<file path="src/rtl/fc_dec_ctrl_if.sv">
// BRAM port and decoder FC-core signals of the decoder-side dataflow controller.
// master = the controller, slave = BRAM mux / FC core side.
interface fc_dec_ctrl_if #(
  parameter int DIM_INPUT   = 8,
  parameter int INPUT_W     = 8,
  parameter int OUTPUT_W    = 16,
  parameter int BRAM_DAT_W  = 64,
  parameter int BRAM_ADDR_W = 32
);
  logic [BRAM_ADDR_W-1:0]       bram_addr;
  logic                         bram_en;
  logic [7:0]                   bram_we;
  logic [BRAM_DAT_W-1:0]        bram_din;
  logic [BRAM_DAT_W-1:0]        bram_dout;
  logic                         fc_in_vld;
  logic [DIM_INPUT*INPUT_W-1:0] fc_in_dat;
  logic                         fc_out_vld;
  logic [OUTPUT_W-1:0]          fc_out_dat;

  modport master (output bram_addr, bram_en, bram_we, bram_din, fc_in_vld, fc_in_dat,
                  input  bram_dout, fc_out_vld, fc_out_dat);
  modport slave  (input  bram_addr, bram_en, bram_we, bram_din, fc_in_vld, fc_in_dat,
                  output bram_dout, fc_out_vld, fc_out_dat);
endinterface

</file>
<file path="src/rtl/fc_dec_ctrl.sv">
// Decoder dataflow controller: loads latent code vectors from BRAM, feeds the FC core,
// packs its serial output into BRAM words. Optional checker: define FC_DEC_PROTO_CHK_EN.
module fc_dec_ctrl #(
  parameter int DIM_INPUT   = 8,
  parameter int DIM_OUTPUT  = 96,
  parameter int INPUT_W     = 8,
  parameter int OUTPUT_W    = 16,
  parameter int BRAM_DAT_W  = 64,
  parameter int BRAM_ADDR_W = 32,
  parameter int BATCH_NUM   = 10,
  parameter logic [BRAM_ADDR_W-1:0] LOAD_BASE  = 'h3400,
  parameter logic [BRAM_ADDR_W-1:0] STORE_BASE = 'h4000
) (
  input  logic          clk,
  input  logic          rst,
  input  logic          start,
  output logic          busy,
  output logic          done,
  output logic          err,
  fc_dec_ctrl_if.master bus
);
  localparam int VEC_W      = DIM_INPUT * INPUT_W;
  localparam int LOAD_WORDS = (VEC_W + BRAM_DAT_W - 1) / BRAM_DAT_W;
  localparam int PACK       = BRAM_DAT_W / OUTPUT_W;
  localparam int LD_CW      = $clog2(LOAD_WORDS + 1);
  localparam int BEAT_W     = $clog2(DIM_OUTPUT + 1);
  localparam int LANE_W     = (PACK > 1) ? $clog2(PACK) : 1;
  localparam int VEC_CW     = (BATCH_NUM > 1) ? $clog2(BATCH_NUM) : 1;
  localparam logic [BRAM_ADDR_W-1:0] ADDR_INC = BRAM_ADDR_W'(BRAM_DAT_W / 8);

  typedef enum logic [2:0] {S_IDLE, S_RD, S_CAP, S_FEED, S_COLLECT, S_NEXT, S_DONE} state_t;

  state_t                         state_reg, state_next;
  logic [BRAM_ADDR_W-1:0]         rd_ptr_reg, wr_ptr_reg;
  logic [LD_CW-1:0]               ld_cnt_reg, cap_idx_reg;
  logic                           cap_vld_reg;
  logic [LOAD_WORDS*BRAM_DAT_W-1:0] stage_reg, cap_merged;
  logic [VEC_W-1:0]               fc_in_dat_reg;
  logic [BEAT_W-1:0]              beat_cnt_reg;
  logic [LANE_W-1:0]              lane_reg;
  logic [BRAM_DAT_W-1:0]          pack_reg, pack_merged, din_reg;
  logic                           wr_pend_reg;
  logic [VEC_CW-1:0]              vec_cnt_reg;
  logic                           beat_ok, word_full;

  // Extra beats after the vector is complete are dropped.
  assign beat_ok   = (state_reg == S_COLLECT) && bus.fc_out_vld &&
                     (beat_cnt_reg != BEAT_W'(DIM_OUTPUT));
  assign word_full = beat_ok && (lane_reg == LANE_W'(PACK - 1));

  // The incoming beat is merged combinationally so a full word can go straight to din.
  for (genvar gi = 0; gi < PACK; gi++) begin : g_lane
    assign pack_merged[gi*OUTPUT_W +: OUTPUT_W] =
      (beat_ok && lane_reg == LANE_W'(gi)) ? bus.fc_out_dat : pack_reg[gi*OUTPUT_W +: OUTPUT_W];
  end

  for (genvar gi = 0; gi < LOAD_WORDS; gi++) begin : g_word
    assign cap_merged[gi*BRAM_DAT_W +: BRAM_DAT_W] =
      (cap_vld_reg && cap_idx_reg == LD_CW'(gi)) ? bus.bram_dout : stage_reg[gi*BRAM_DAT_W +: BRAM_DAT_W];
  end

  always_ff @(posedge clk or posedge rst) begin
    if (rst) state_reg <= S_IDLE;
    else     state_reg <= state_next;
  end

  always_comb begin
    state_next = state_reg;
    case (state_reg)
      S_IDLE:    if (start) state_next = S_RD;
      S_RD:      if (ld_cnt_reg == LD_CW'(LOAD_WORDS - 1)) state_next = S_CAP;
      S_CAP:     state_next = S_FEED;
      S_FEED:    state_next = S_COLLECT;
      S_COLLECT: if (wr_pend_reg && beat_cnt_reg == BEAT_W'(DIM_OUTPUT)) state_next = S_NEXT;
      S_NEXT:    state_next = (vec_cnt_reg == VEC_CW'(BATCH_NUM - 1)) ? S_DONE : S_RD;
      S_DONE:    state_next = S_IDLE;
      default:   state_next = S_IDLE;
    endcase
  end

  always_ff @(posedge clk or posedge rst) begin
    if (rst) begin
      rd_ptr_reg    <= LOAD_BASE;
      wr_ptr_reg    <= STORE_BASE;
      ld_cnt_reg    <= '0;
      cap_vld_reg   <= 1'b0;
      cap_idx_reg   <= '0;
      stage_reg     <= '0;
      fc_in_dat_reg <= '0;
      beat_cnt_reg  <= '0;
      lane_reg      <= '0;
      pack_reg      <= '0;
      din_reg       <= '0;
      wr_pend_reg   <= 1'b0;
      vec_cnt_reg   <= '0;
    end else begin
      if (state_reg == S_IDLE && start) begin
        rd_ptr_reg  <= LOAD_BASE;
        wr_ptr_reg  <= STORE_BASE;
        vec_cnt_reg <= '0;
        ld_cnt_reg  <= '0;
      end
      if (state_reg == S_RD) begin
        rd_ptr_reg <= rd_ptr_reg + ADDR_INC;
        ld_cnt_reg <= ld_cnt_reg + LD_CW'(1);
      end
      if (state_reg == S_NEXT) begin
        ld_cnt_reg   <= '0;
        beat_cnt_reg <= '0;
        lane_reg     <= '0;
        vec_cnt_reg  <= vec_cnt_reg + VEC_CW'(1);
      end
      // Read data returns one cycle after each issue.
      cap_vld_reg <= (state_reg == S_RD);
      cap_idx_reg <= ld_cnt_reg;
      if (cap_vld_reg) stage_reg <= cap_merged;
      if (state_reg == S_CAP) fc_in_dat_reg <= cap_merged[VEC_W-1:0];
      if (beat_ok) begin
        pack_reg     <= pack_merged;
        beat_cnt_reg <= beat_cnt_reg + BEAT_W'(1);
        lane_reg     <= word_full ? '0 : lane_reg + LANE_W'(1);
      end
      wr_pend_reg <= word_full;
      if (word_full) din_reg <= pack_merged;
      if (wr_pend_reg) wr_ptr_reg <= wr_ptr_reg + ADDR_INC;
    end
  end

  assign bus.bram_en   = (state_reg == S_RD) || wr_pend_reg;
  assign bus.bram_we   = wr_pend_reg ? 8'hFF : 8'h00;
  assign bus.bram_addr = wr_pend_reg ? wr_ptr_reg : rd_ptr_reg;
  assign bus.bram_din  = din_reg;
  assign bus.fc_in_vld = (state_reg == S_FEED);
  assign bus.fc_in_dat = fc_in_dat_reg;
  assign busy          = (state_reg != S_IDLE) && (state_reg != S_DONE);
  assign done          = (state_reg == S_DONE);

`ifdef FC_DEC_PROTO_CHK_EN
  logic err_reg;
  always_ff @(posedge clk or posedge rst) begin
    if (rst) err_reg <= 1'b0;
    else if ((bus.fc_out_vld && state_reg != S_COLLECT) || (start && busy)) err_reg <= 1'b1;
  end
  assign err = err_reg;
`else
  assign err = 1'b0;
`endif
endmodule

</file>
<file path="src/flat_wrapper.sv">
// flat-port wrapper written by rule: the top's interface ports become plain ports
module fc_dec_ctrl_flat 
#(
  parameter int DIM_INPUT   = 8,
  parameter int DIM_OUTPUT  = 96,
  parameter int INPUT_W     = 8,
  parameter int OUTPUT_W    = 16,
  parameter int BRAM_DAT_W  = 64,
  parameter int BRAM_ADDR_W = 32,
  parameter int BATCH_NUM   = 10,
  parameter logic [BRAM_ADDR_W-1:0] LOAD_BASE  = 'h3400,
  parameter logic [BRAM_ADDR_W-1:0] STORE_BASE = 'h4000
)
  (clk, rst, start, busy, done, err, bus_bram_addr, bus_bram_en, bus_bram_we, bus_bram_din, bus_fc_in_vld, bus_fc_in_dat, bus_bram_dout, bus_fc_out_vld, bus_fc_out_dat);
  fc_dec_ctrl_if #(.DIM_INPUT(DIM_INPUT), .INPUT_W(INPUT_W), .OUTPUT_W(OUTPUT_W), .BRAM_DAT_W(BRAM_DAT_W), .BRAM_ADDR_W(BRAM_ADDR_W)) bus_i ();
  input  logic clk;
  input  logic rst;
  input  logic start;
  output logic busy;
  output logic done;
  output logic err;
  output wire logic [$bits(bus_i.bram_addr)-1:0] bus_bram_addr;
  output wire logic [$bits(bus_i.bram_en)-1:0] bus_bram_en;
  output wire logic [$bits(bus_i.bram_we)-1:0] bus_bram_we;
  output wire logic [$bits(bus_i.bram_din)-1:0] bus_bram_din;
  output wire logic [$bits(bus_i.fc_in_vld)-1:0] bus_fc_in_vld;
  output wire logic [$bits(bus_i.fc_in_dat)-1:0] bus_fc_in_dat;
  input wire logic [$bits(bus_i.bram_dout)-1:0] bus_bram_dout;
  input wire logic [$bits(bus_i.fc_out_vld)-1:0] bus_fc_out_vld;
  input wire logic [$bits(bus_i.fc_out_dat)-1:0] bus_fc_out_dat;
  assign bus_bram_addr = bus_i.bram_addr;
  assign bus_bram_en = bus_i.bram_en;
  assign bus_bram_we = bus_i.bram_we;
  assign bus_bram_din = bus_i.bram_din;
  assign bus_fc_in_vld = bus_i.fc_in_vld;
  assign bus_fc_in_dat = bus_i.fc_in_dat;
  assign bus_i.bram_dout = bus_bram_dout;
  assign bus_i.fc_out_vld = bus_fc_out_vld;
  assign bus_i.fc_out_dat = bus_fc_out_dat;
  fc_dec_ctrl #(.DIM_INPUT(DIM_INPUT), .DIM_OUTPUT(DIM_OUTPUT), .INPUT_W(INPUT_W), .OUTPUT_W(OUTPUT_W), .BRAM_DAT_W(BRAM_DAT_W), .BRAM_ADDR_W(BRAM_ADDR_W), .BATCH_NUM(BATCH_NUM), .LOAD_BASE(LOAD_BASE), .STORE_BASE(STORE_BASE)) u_core (.clk(clk), .rst(rst), .start(start), .busy(busy), .done(done), .err(err), .bus(bus_i));
endmodule
</file>
<file path="config.mk">
export PLATFORM = sky130hd
export DESIGN_NAME = fc_dec_ctrl_flat
export DESIGN_NICKNAME = d
export VERILOG_FILES = /design/src/rtl/fc_dec_ctrl_if.sv /design/src/rtl/fc_dec_ctrl.sv /design/src/flat_wrapper.sv
export SDC_FILE = /design/constraint.sdc
export NUM_CORES = 1
export LEC_CHECK = 0
export ABC_AREA = 1
export CORE_MARGIN = 10
export CORE_UTILIZATION = 48
export CTS_CLUSTER_DIAMETER = 80
export DETAILED_ROUTE_END_ITERATION = 8
export PLACE_DENSITY = 0.73
export SKIP_LAST_GASP = 1
export SYNTH_ARGS = -nofsm -noshare
export SYNTH_HDL_FRONTEND = slang
export SYNTH_SLANG_ARGS = --single-unit
export TNS_END_PERCENT = 10
</file>
<file path="constraint.sdc">
create_clock -name clk -period 9.1 [get_ports clk]
set_clock_uncertainty 0.15 [all_clocks]
set_input_delay 0.91 -clock clk [delete_from_list [all_inputs] [get_ports clk]]
set_output_delay 0.91 -clock clk [all_outputs]
set_load 0.03 [all_outputs]
</file>
==> results_dict.tcl, run 1 <==
set metrics [dict create \
    layout_commonest_cell "nand2_1" \
    worstPathArrival_ns 2.98 \
    core_um2 29800 \
    die_h_um 194 \
    grt_antenna_before_repair 1 \
    rrSetupSlack_ns 6.00 \
    min_period_ns 4.04 \
    drc 0 \
    synth_top_area_cell "dfrtp_1" \
    synth.area.mux_share_pct 4.95 \
    crit_buf_inv 3 \
    htreeDepth 2 \
    power.leakage_nw 8.95 \
    slew_viol_final 0 \
    antenna_cells 0 \
    grt_overflow 0 \
    cp_top_family "buffers and inverters" \
    vias 12118 \
    rsz0062_at_grt "no" \
    tns_ns 0 \
    die_w_um 194 \
    synth_top_area_share_pct 54.0 \
    cts_hold_buf 0 \
    synth_seq_cells 318 \
    hold_viol_final 0 \
    grt_use_total_pct 20.9 \
    routabilityCongestion 0.937 \
    critical_path.startpoint_type "flip-flop" \
    path_clk_slew_ns 0.05 \
    syn_area_um2 14600 \
    synth_cell_type_count 34 \
    area_growth_pct 26.1 \
    grt_max_degree 164 \
    cap_violations 0 \
    rr_startpoint "u_core.wr_pend_reg" \
    die_area_um2 37700 \
    drive_gt1_share_pct 7.64 \
    final_util_pct 61.6 \
    worst_path_max_delay_cell "nor2_2" \
    whs_path_depth 0 \
    grt_pass1_wl_um 65600 \
    synth-simple-area-share_pct 28.7 \
    fill_cells 2512 \
    path_cells "inv_2 -> nand2_1 -> nor2_2 -> inv_2 -> nand2_1 -> clkdlybuf4s50_1" \
    run_status "complete, no violations" \
    start_util_pct 48.9 \
    dr.first_iter.drc_count 1093 \
    cts_sinks 318 \
    grt_pass1_vias 11797 \
    postCtsSetupBuffers 0 \
    synth_xor_xnor_area_share_pct 0.181 \
    drt_pass1_iterations 7 \
    worstSetupEndpoint "bus_bram_en" \
    routed_via_density 5.23 \
    irDropWorstVdd_mv 0.198 \
    path_max_fanout 25 \
    period_share_pct 44.4 \
    max_freq_mhz 248 \
    nets 1997 \
    worstMarginPinSlew_ns 1.32 \
    cts_tree "done" \
    worstReg2RegEnd "u_core.wr_ptr_reg[13]" \
    drt_wl_total_um 40500 \
    synth-compound-area-share_pct 3.12 \
    worstSetupEndpointType "primary output" \
    setup.worst_path.start "u_core.state_reg[1]" \
    rr_worst_depth 7 \
    syn_avg_cell_area_um2 8.61 \
    synth-seq-area-share_pct 54.7 \
    setup_violations 0 \
    power_mw 4.73 \
    cts_max_path_buffers 3 \
    clk_latency_ns 0.52 \
    yosysWarnings 0 \
    io_buffers 252 \
    ioPinCount 257 \
    cts_resized 0 \
    fp-row-count 63 \
    slew_headroom_pct 11.6 \
    crit_cells 6 \
    synth_top_family_by_area "simple AND/OR/NAND/NOR gates" \
    postSynthCellCount 1691 \
    numCtsBuffers 37 \
    synthTopCellsByArea "dfrtp_1, nand2_1, nand3_1" \
    wl_per_cell_um 17.5 \
    antenna_left 0 \
    cpPeakStageDelay_ns 0.76 \
    required_ns 8.04 \
    synthAdderAreaFrac_pct 0.860 \
    dp_hpwl_um 27200 \
    power.density_nw_per_um2 258 \
    worstSetupPathType "flip-flop to primary output" \
    clockRootBuffer "clkbuf_16" \
    final_cell_mix "nand2_1, dfrtp_1, clkdlybuf4s50_1, nand3_1, inv_1" \
    hold_path.class "flip-flop to flip-flop" \
]
how the worst min path moves through the flow:
stage / end / slack (ns) / start
4_1_cts: u_core.cap_idx_reg / 0.28 / u_core.ld_cnt_reg
5_1_grt: u_core.cap_idx_reg / 0.29 / u_core.ld_cnt_reg
3_3_place_gp: u_core.cap_idx_reg / 0.28 / u_core.ld_cnt_reg
6_report: u_core.cap_idx_reg / 0.28 / u_core.ld_cnt_reg
2_1_floorplan: u_core.cap_idx_reg / 0.24 / u_core.ld_cnt_reg
3_5_place_dp: u_core.cap_idx_reg / 0.27 / u_core.ld_cnt_reg
through the flow:
| step | setup WS, ns | hold slack, ns | instances | area, um^2 |
|---|---|---|---|---|
| finish | 5.06 | 0.280 | 2315 | 18400 |
| CTS | 5.07 | 0.283 | 2315 | 18400 |
| floorplan | 3.80 | 0.240 | 1694 | 14600 |
| detailed placement | 5.64 | 0.273 | 2254 | 17200 |
| global placement | 5.70 | 0.285 | 2254 | 17200 |
| global route | 4.85 | 0.292 | 2315 | 18400 |
logic make-up (layout without fill, tap and decap cells):
kind of cell    after synthesis  after routing
fa+ha+maj                    10             10
compound gates               88             88
other cells                   1              4
simple gates                953            953
buf+inv                     254            485
xor+xnor                      3              3
mux                          64             64
flops                       318            318
synth_stat cells (all sizes together):
cell type	count
nand2	544
dfrtp	314
nand3	188
inv	163
nor2	88
nand4	70
o21ai	70
mux2	64
buf	62
and2	49
clkbuf	29
ha	10
a21oi	9
nor3	8
o22ai	7
dfstp	4
nand3b	3
nor3b	2
xnor2	2
conb	1
o21bai	1
o31ai	1
or3b	1
xor2	1
where the power goes:
group	switching [mW]	total (mW)	internal, mW	leakage [nW]
clock network	0.570	1.40	0.833	0.567
registers	0.169	1.88	1.71	3.66
logic	0.890	1.45	0.563	4.72
total	1.63	4.73	3.10	8.95
routing by layer:
layer | vias up | global-route usage [%] | routed length, um
met5 | - | 0 | 0
li1 | 5830 | - | -
met2 | 457 | 32.0 | 18200
met4 | 0 | 4.94 | 764
met1 | 5775 | 29.6 | 18300
met3 | 56 | 4.48 | 3190
worst register-to-register path, stage by stage, from the launching register on:
cell and delay, ns:
dfrtp_1 0.35, buf_4 0.28, inv_1 0.75, nand3_1 0.97
nand2_1 0.23, o21ai_0 0.12, nand2_1 0.10, inv_1 0.04
area by class of cell:
cell class	count	area, um^2	share of cell area [%]
inverters	163	616	3.35
well taps	390	488	2.66
multi-input cells	1122	5530	30.1
clock buffers	51	1050	5.72
repair buffers	261	2620	14.2
flip-flops and latches	318	7960	43.4
clock inverters	10	93.8	0.511
Power figures use the tool's default switching activity.
==> run 2: changes to the inputs <==
--- a/config.mk
+++ b/config.mk
@@ -7,10 +7,10 @@
 export LEC_CHECK = 0
 export ABC_AREA = 1
 export CORE_MARGIN = 10
-export CORE_UTILIZATION = 48
+export CORE_UTILIZATION = 53
 export CTS_CLUSTER_DIAMETER = 80
 export DETAILED_ROUTE_END_ITERATION = 8
-export PLACE_DENSITY = 0.73
+export PLACE_DENSITY = 0.76
 export SKIP_LAST_GASP = 1
 export SYNTH_ARGS = -nofsm -noshare
 export SYNTH_HDL_FRONTEND = slang
==> constraint.sdc (replaced) <==
create_clock -name clk -period 4.1 [get_ports clk]
set_clock_uncertainty 0.15 [all_clocks]
set_input_delay 0.41 -clock clk [delete_from_list [all_inputs] [get_ports clk]]
set_output_delay 0.41 -clock clk [all_outputs]
set_load 0.03 [all_outputs]
==> results_dict.tcl, run 2 (synthesized netlist as in run 1, its figures left out) <==
set metrics [dict create \
    dr.first_iter.drc_count 1391 \
    max_freq_mhz 319 \
    path_clk_slew_ns 0.06 \
    routed_via_density 5.39 \
    hold_path.class "input pin to asynchronous set/reset pin" \
    rsz0062_at_grt "no" \
    area_growth_pct 27.4 \
    htreeDepth 2 \
    die_h_um 186 \
    path_max_fanout 26 \
    io_buffers 252 \
    slew_viol_final 0 \
    grt_overflow 0 \
    vias 12271 \
    cts_sinks 318 \
    p_seq_share_pct 38.0 \
    worst_path_max_delay_cell "clkdlybuf4s50_1" \
    power_frac_clock_pct 32.3 \
    path_cells "inv_1 -> nand2_1 -> o21ai_0 -> clkdlybuf4s50_1" \
    grt_pass1_wl_um 65000 \
    numCtsBuffers 36 \
    core_um2 27000 \
    postCtsSetupBuffers 0 \
    power.density_nw_per_um2 591 \
    routabilityCongestion 0.942 \
    power_mw 11.0 \
    fp-row-count 60 \
    required_ns 3.54 \
    dp.cells 2213 \
    cap_violations 0 \
    final_util_pct 68.6 \
    die_w_um 186 \
    setup_violations 0 \
    min_period_ns 3.13 \
    slew_headroom_pct 20.9 \
    wl_per_cell_um 17.8 \
    p_sw_mw 3.68 \
    drive_gt1_share_pct 8.37 \
    ioPinCount 257 \
    clk_latency_ns 0.52 \
    clockRootBuffer "clkbuf_16" \
    grt_pass1_vias 12230 \
    drc 0 \
    cpPeakStageDelay_ns 0.72 \
    cts_resized 0 \
    antenna_cells 0 \
    multi_input_area_um2 5530 \
    nets 2004 \
    cp_top_family "buffers and inverters" \
    worstSetupPathType "flip-flop to primary output" \
    drt_wl_total_um 40600 \
    worstPathArrival_ns 2.57 \
    antenna_left 0 \
    p_int_mw 7.29 \
    drt_pass1_iterations 7 \
    grt_antenna_before_repair 2 \
    hold_viol_final 0 \
    grt_max_degree 87 \
    fin_area_um2 18500 \
    die_area_um2 34500 \
    start_util_pct 53.9 \
    grt_use_total_pct 23.4 \
    power.leakage_nw 9.06 \
    p_comb_share_pct 29.7 \
    tns_ns 0 \
    period_share_pct 76.4 \
    fill_cells 2154 \
    cts_tree "done" \
    worstMarginPinSlew_ns 1.19 \
    irDropWorstVdd_mv 0.455 \
    worstSetupEndpointType "primary output" \
    crit_buf_inv 2 \
    dpl-instance-area_um2 17200 \
    ff_latch_area_um2 7960 \
    cts_hold_buf 0 \
    p_sw_share_pct 33.5 \
    final_cell_mix "nand2_1, dfrtp_1, clkdlybuf4s50_1, nand3_1, inv_1" \
    fin_cells 2276 \
    cts_max_path_buffers 3 \
    critical_path.startpoint_type "flip-flop" \
    layout_commonest_cell "nand2_1" \
    dp_hpwl_um 27500 \
    run_status "complete, no violations" \
]
-- run 2: cell count changes in the layout (fill, tap and decap cells not counted), moves of 3 or more --
| cell | change |
|---|---|
| clkinv_2 | -3 |
| clkinvlp_4 | +3 |
| bufinv_16 | +6 |
| clkbuf_1 | -5 |
| buf_4 | +7 |
-- run 2: metal layers --
layer / vias up / share of wire (%) / global-route usage [%]
li1: 5841 / - / -
met4: 2 / 2.8 / 7.55
met3: 85 / 8.7 / 6.12
met5: - / 0.025 / 0
met1: 5895 / 44 / 31.7
met2: 448 / 45 / 35.8
-- run 2: metrics by stage --
step	hold slack, ns	setup slack (ns)
floorplan	0.240	-0.696
global placement	0.265	1.34
detailed placement	0.273	1.28
CTS	0.196	0.933
global route	0.235	0.791
finish	0.203	0.967
-- run 2: area by class of cell --
cell class	instances	share of cell area (%)
timing repair buffer	269	14.5
multi-input combinational	1122	29.8
sequential	318	42.9
clock inverter	16	1.52
clock buffer	47	5.63
inverter	163	3.32
tap	341	2.30
-- run 2: path summary, 6_finish.rpt --
check	from	endpoint	slack (ns)	cells past startpoint
hold / removal	rst	u_core.pack_reg[15]	0.20	2
max in group asynchronous	rst	u_core.wr_ptr_reg[14]	2.73	3
min in group clk	u_core.ld_cnt_reg	u_core.cap_idx_reg	0.31	0
hold reg to reg	u_core.ld_cnt_reg	u_core.cap_idx_reg	0.31	0
setup / recovery	u_core.wr_pend_reg	bus_bram_addr[21]	0.97	4
setup reg to reg	u_core.state_reg[2]	u_core.bus.bram_din[11]	1.36	7
-- run 2: power groups by stage --
stage,Combinational [mW],Sequential [mW],Clock (mW)
2_1_floorplan,1.38,4.79,0
3_3_place_gp,3.19,4.20,0
3_5_place_dp,3.26,4.19,0
4_1_cts,3.28,4.16,3.60
5_1_grt,3.55,4.24,3.73
6_report,3.25,4.17,3.54
==> run 3: changes to the inputs <==
--- a/config.mk
+++ b/config.mk
@@ -7,10 +7,10 @@
 export LEC_CHECK = 0
 export ABC_AREA = 1
 export CORE_MARGIN = 10
-export CORE_UTILIZATION = 53
+export CORE_UTILIZATION = 48
 export CTS_CLUSTER_DIAMETER = 80
 export DETAILED_ROUTE_END_ITERATION = 8
-export PLACE_DENSITY = 0.76
+export PLACE_DENSITY = 0.73
 export SKIP_LAST_GASP = 1
 export SYNTH_ARGS = -nofsm -noshare
 export SYNTH_HDL_FRONTEND = slang
==> constraint.sdc (replaced) <==
create_clock -name clk -period 2.8 [get_ports clk]
set_clock_uncertainty 0.15 [all_clocks]
set_input_delay 0.28 -clock clk [delete_from_list [all_inputs] [get_ports clk]]
set_output_delay 0.28 -clock clk [all_outputs]
set_load 0.03 [all_outputs]
==> results_dict.tcl, run 3 (synthesized netlist as in run 1, its figures left out) <==
set metrics [dict create \
    run_status "complete, but fails checks" \
    failed_checks "hold timing" \
    cts_hold_buf 0 \
    grt_antenna_before_repair 0 \
    power.density_nw_per_um2 840 \
    setup_violations 0 \
    dp_hpwl_um 28900 \
    io_buffers 252 \
    final_cell_mix "nand2_1, dfrtp_1, clkdlybuf4s50_1, nand3_1, inv_1" \
    grt_pass1_vias 12220 \
    rsz0062_at_grt "no" \
    drc 0 \
    worstPathArrival_ns 2.23 \
    ioPinCount 257 \
    cts_max_path_buffers 3 \
    grt_use_total_pct 21.2 \
    power_mw 15.7 \
    worstMarginPinSlew_ns 0.723 \
    power.leakage_nw 9.15 \
    vias 12132 \
    routabilityCongestion 0.927 \
    numCtsBuffers 36 \
    grt_pass1_wl_um 66500 \
    cts_tree "done" \
    fill_cells 2487 \
    fp-row-count 63 \
    period_share_pct 95.1 \
    layout_commonest_cell "nand2_1" \
    path_cells "buf_6 -> nand2_1 -> o21ai_0 -> clkdlybuf4s50_1" \
    path_clk_slew_ns 0.06 \
    antenna_left 0 \
    whs_ns -0.000587 \
    dr.first_iter.drc_count 906 \
    core_um2 29800 \
    drive_gt1_share_pct 9.67 \
    routed_via_density 5.17 \
    postCtsSetupBuffers 0 \
    required_ns 2.37 \
    hold_path.class "input pin to asynchronous set/reset pin" \
    worstSetupEndpointType "primary output" \
    drt_wl_total_um 40700 \
    start_util_pct 48.9 \
    dpl-instance-area_um2 17500 \
    clk_latency_ns 0.52 \
    area_growth_pct 28.3 \
    die_w_um 194 \
    slew_headroom_pct 51.8 \
    slew_viol_final 0 \
    worst_path_max_delay_cell "clkdlybuf4s50_1" \
    wl_per_cell_um 17.4 \
    cap_violations 0 \
    path_max_fanout 55 \
    cpPeakStageDelay_ns 0.70 \
    max_freq_mhz 376 \
    drt_pass1_iterations 5 \
    cts_sinks 318 \
    grt_max_degree 89 \
    cts_resized 0 \
    die_area_um2 37700 \
    htreeDepth 2 \
    fin_area_um2 18700 \
    clockRootBuffer "clkbuf_16" \
    irDropWorstVdd_mv 0.689 \
    antenna_cells 0 \
    die_h_um 194 \
    grt_overflow 0 \
    hold_viol_final 1 \
    min_period_ns 2.66 \
    worstSetupPathType "flip-flop to primary output" \
    critical_path.startpoint_type "flip-flop" \
    nets 2025 \
]
run 3: changes by cell type in the layout (fill, tap and decap cells not counted), moves of 2 or more:
cell,change
clkinv_2,+2
clkdlybuf4s50_1,-10
clkbuf_1,+4
clkinv_4,-2
buf_4,+27
bufinv_16,-4
buf_12,+3
clkinvlp_4,-2
run 3: path summary, 6_finish.rpt:
check	startpoint	end	slack (ns)	depth (start not counted)
max	u_core.wr_pend_reg	bus_bram_addr[4]	0.14	4
min	rst	u_core.bus.fc_in_dat[48]	-0.0006	2
max reg2reg	u_core.state_reg[2]	u_core.bus.bram_din[30]	0.31	7
min reg2reg	u_core.ld_cnt_reg	u_core.cap_idx_reg	0.28	0
max in group asynchronous	rst	u_core.bus.bram_din[61]	1.67	4
min in group clk	bus_fc_out_dat[2]	u_core.bus.bram_din[50]	0.18	3
run 3: through the flow:
| step | setup WS [ns] | setup TNS (ns) | instances | utilization (%) |
|---|---|---|---|---|
| 6_report | 0.138 | 0 | 2345 | 62.7 |
| 5_1_grt | 0.0278 | 0 | 2345 | 62.7 |
| 3_3_place_gp | 0.310 | 0 | 2283 | 58.6 |
| 2_1_floorplan | -1.87 | -588.67 | 1694 | - |
| 3_5_place_dp | 0.240 | 0 | 2283 | 58.6 |
| 4_1_cts | 0.00126 | 0 | 2345 | 62.6 |
run 3: cell type report:
class,instances,area [um^2],share of cell area [%]
Clock buffer,52,1070,5.75
Sequential cell,318,7960,42.6
Tap cell,390,488,2.61
Timing Repair Buffer,290,2860,15.3
Clock inverter,10,140,0.750
Multi-Input combinational cell,1122,5530,29.6
Inverter,163,619,3.32
run 3: worst max-delay path, delay by kind of cell (launching register included):
family	cells	cell delay, ns
buffers and inverters	2	1.05
flip-flops	1	0.41
AO/OA/AOI/OAI	1	0.11
AND/OR/NAND/NOR	1	0.16
run 3: where the power goes:
group / switching (mW) / internal, mW / total (mW)
Clock: 1.84 / 2.94 / 4.78
Combinational: 2.92 / 1.88 / 4.80
Sequential: 0.556 / 5.55 / 6.11
Total: 5.31 / 10.4 / 15.7
run 3: routing by layer:
metal / GRT usage (%) / up-vias / share of wire, %
met1: 29.8 / 5744 / 46
met2: 32.4 / 429 / 44
met3: 4.29 / 78 / 7.0
li1: - / 5881 / -
met5: 0 / - / 0
met4: 6.42 / 0 / 2.7
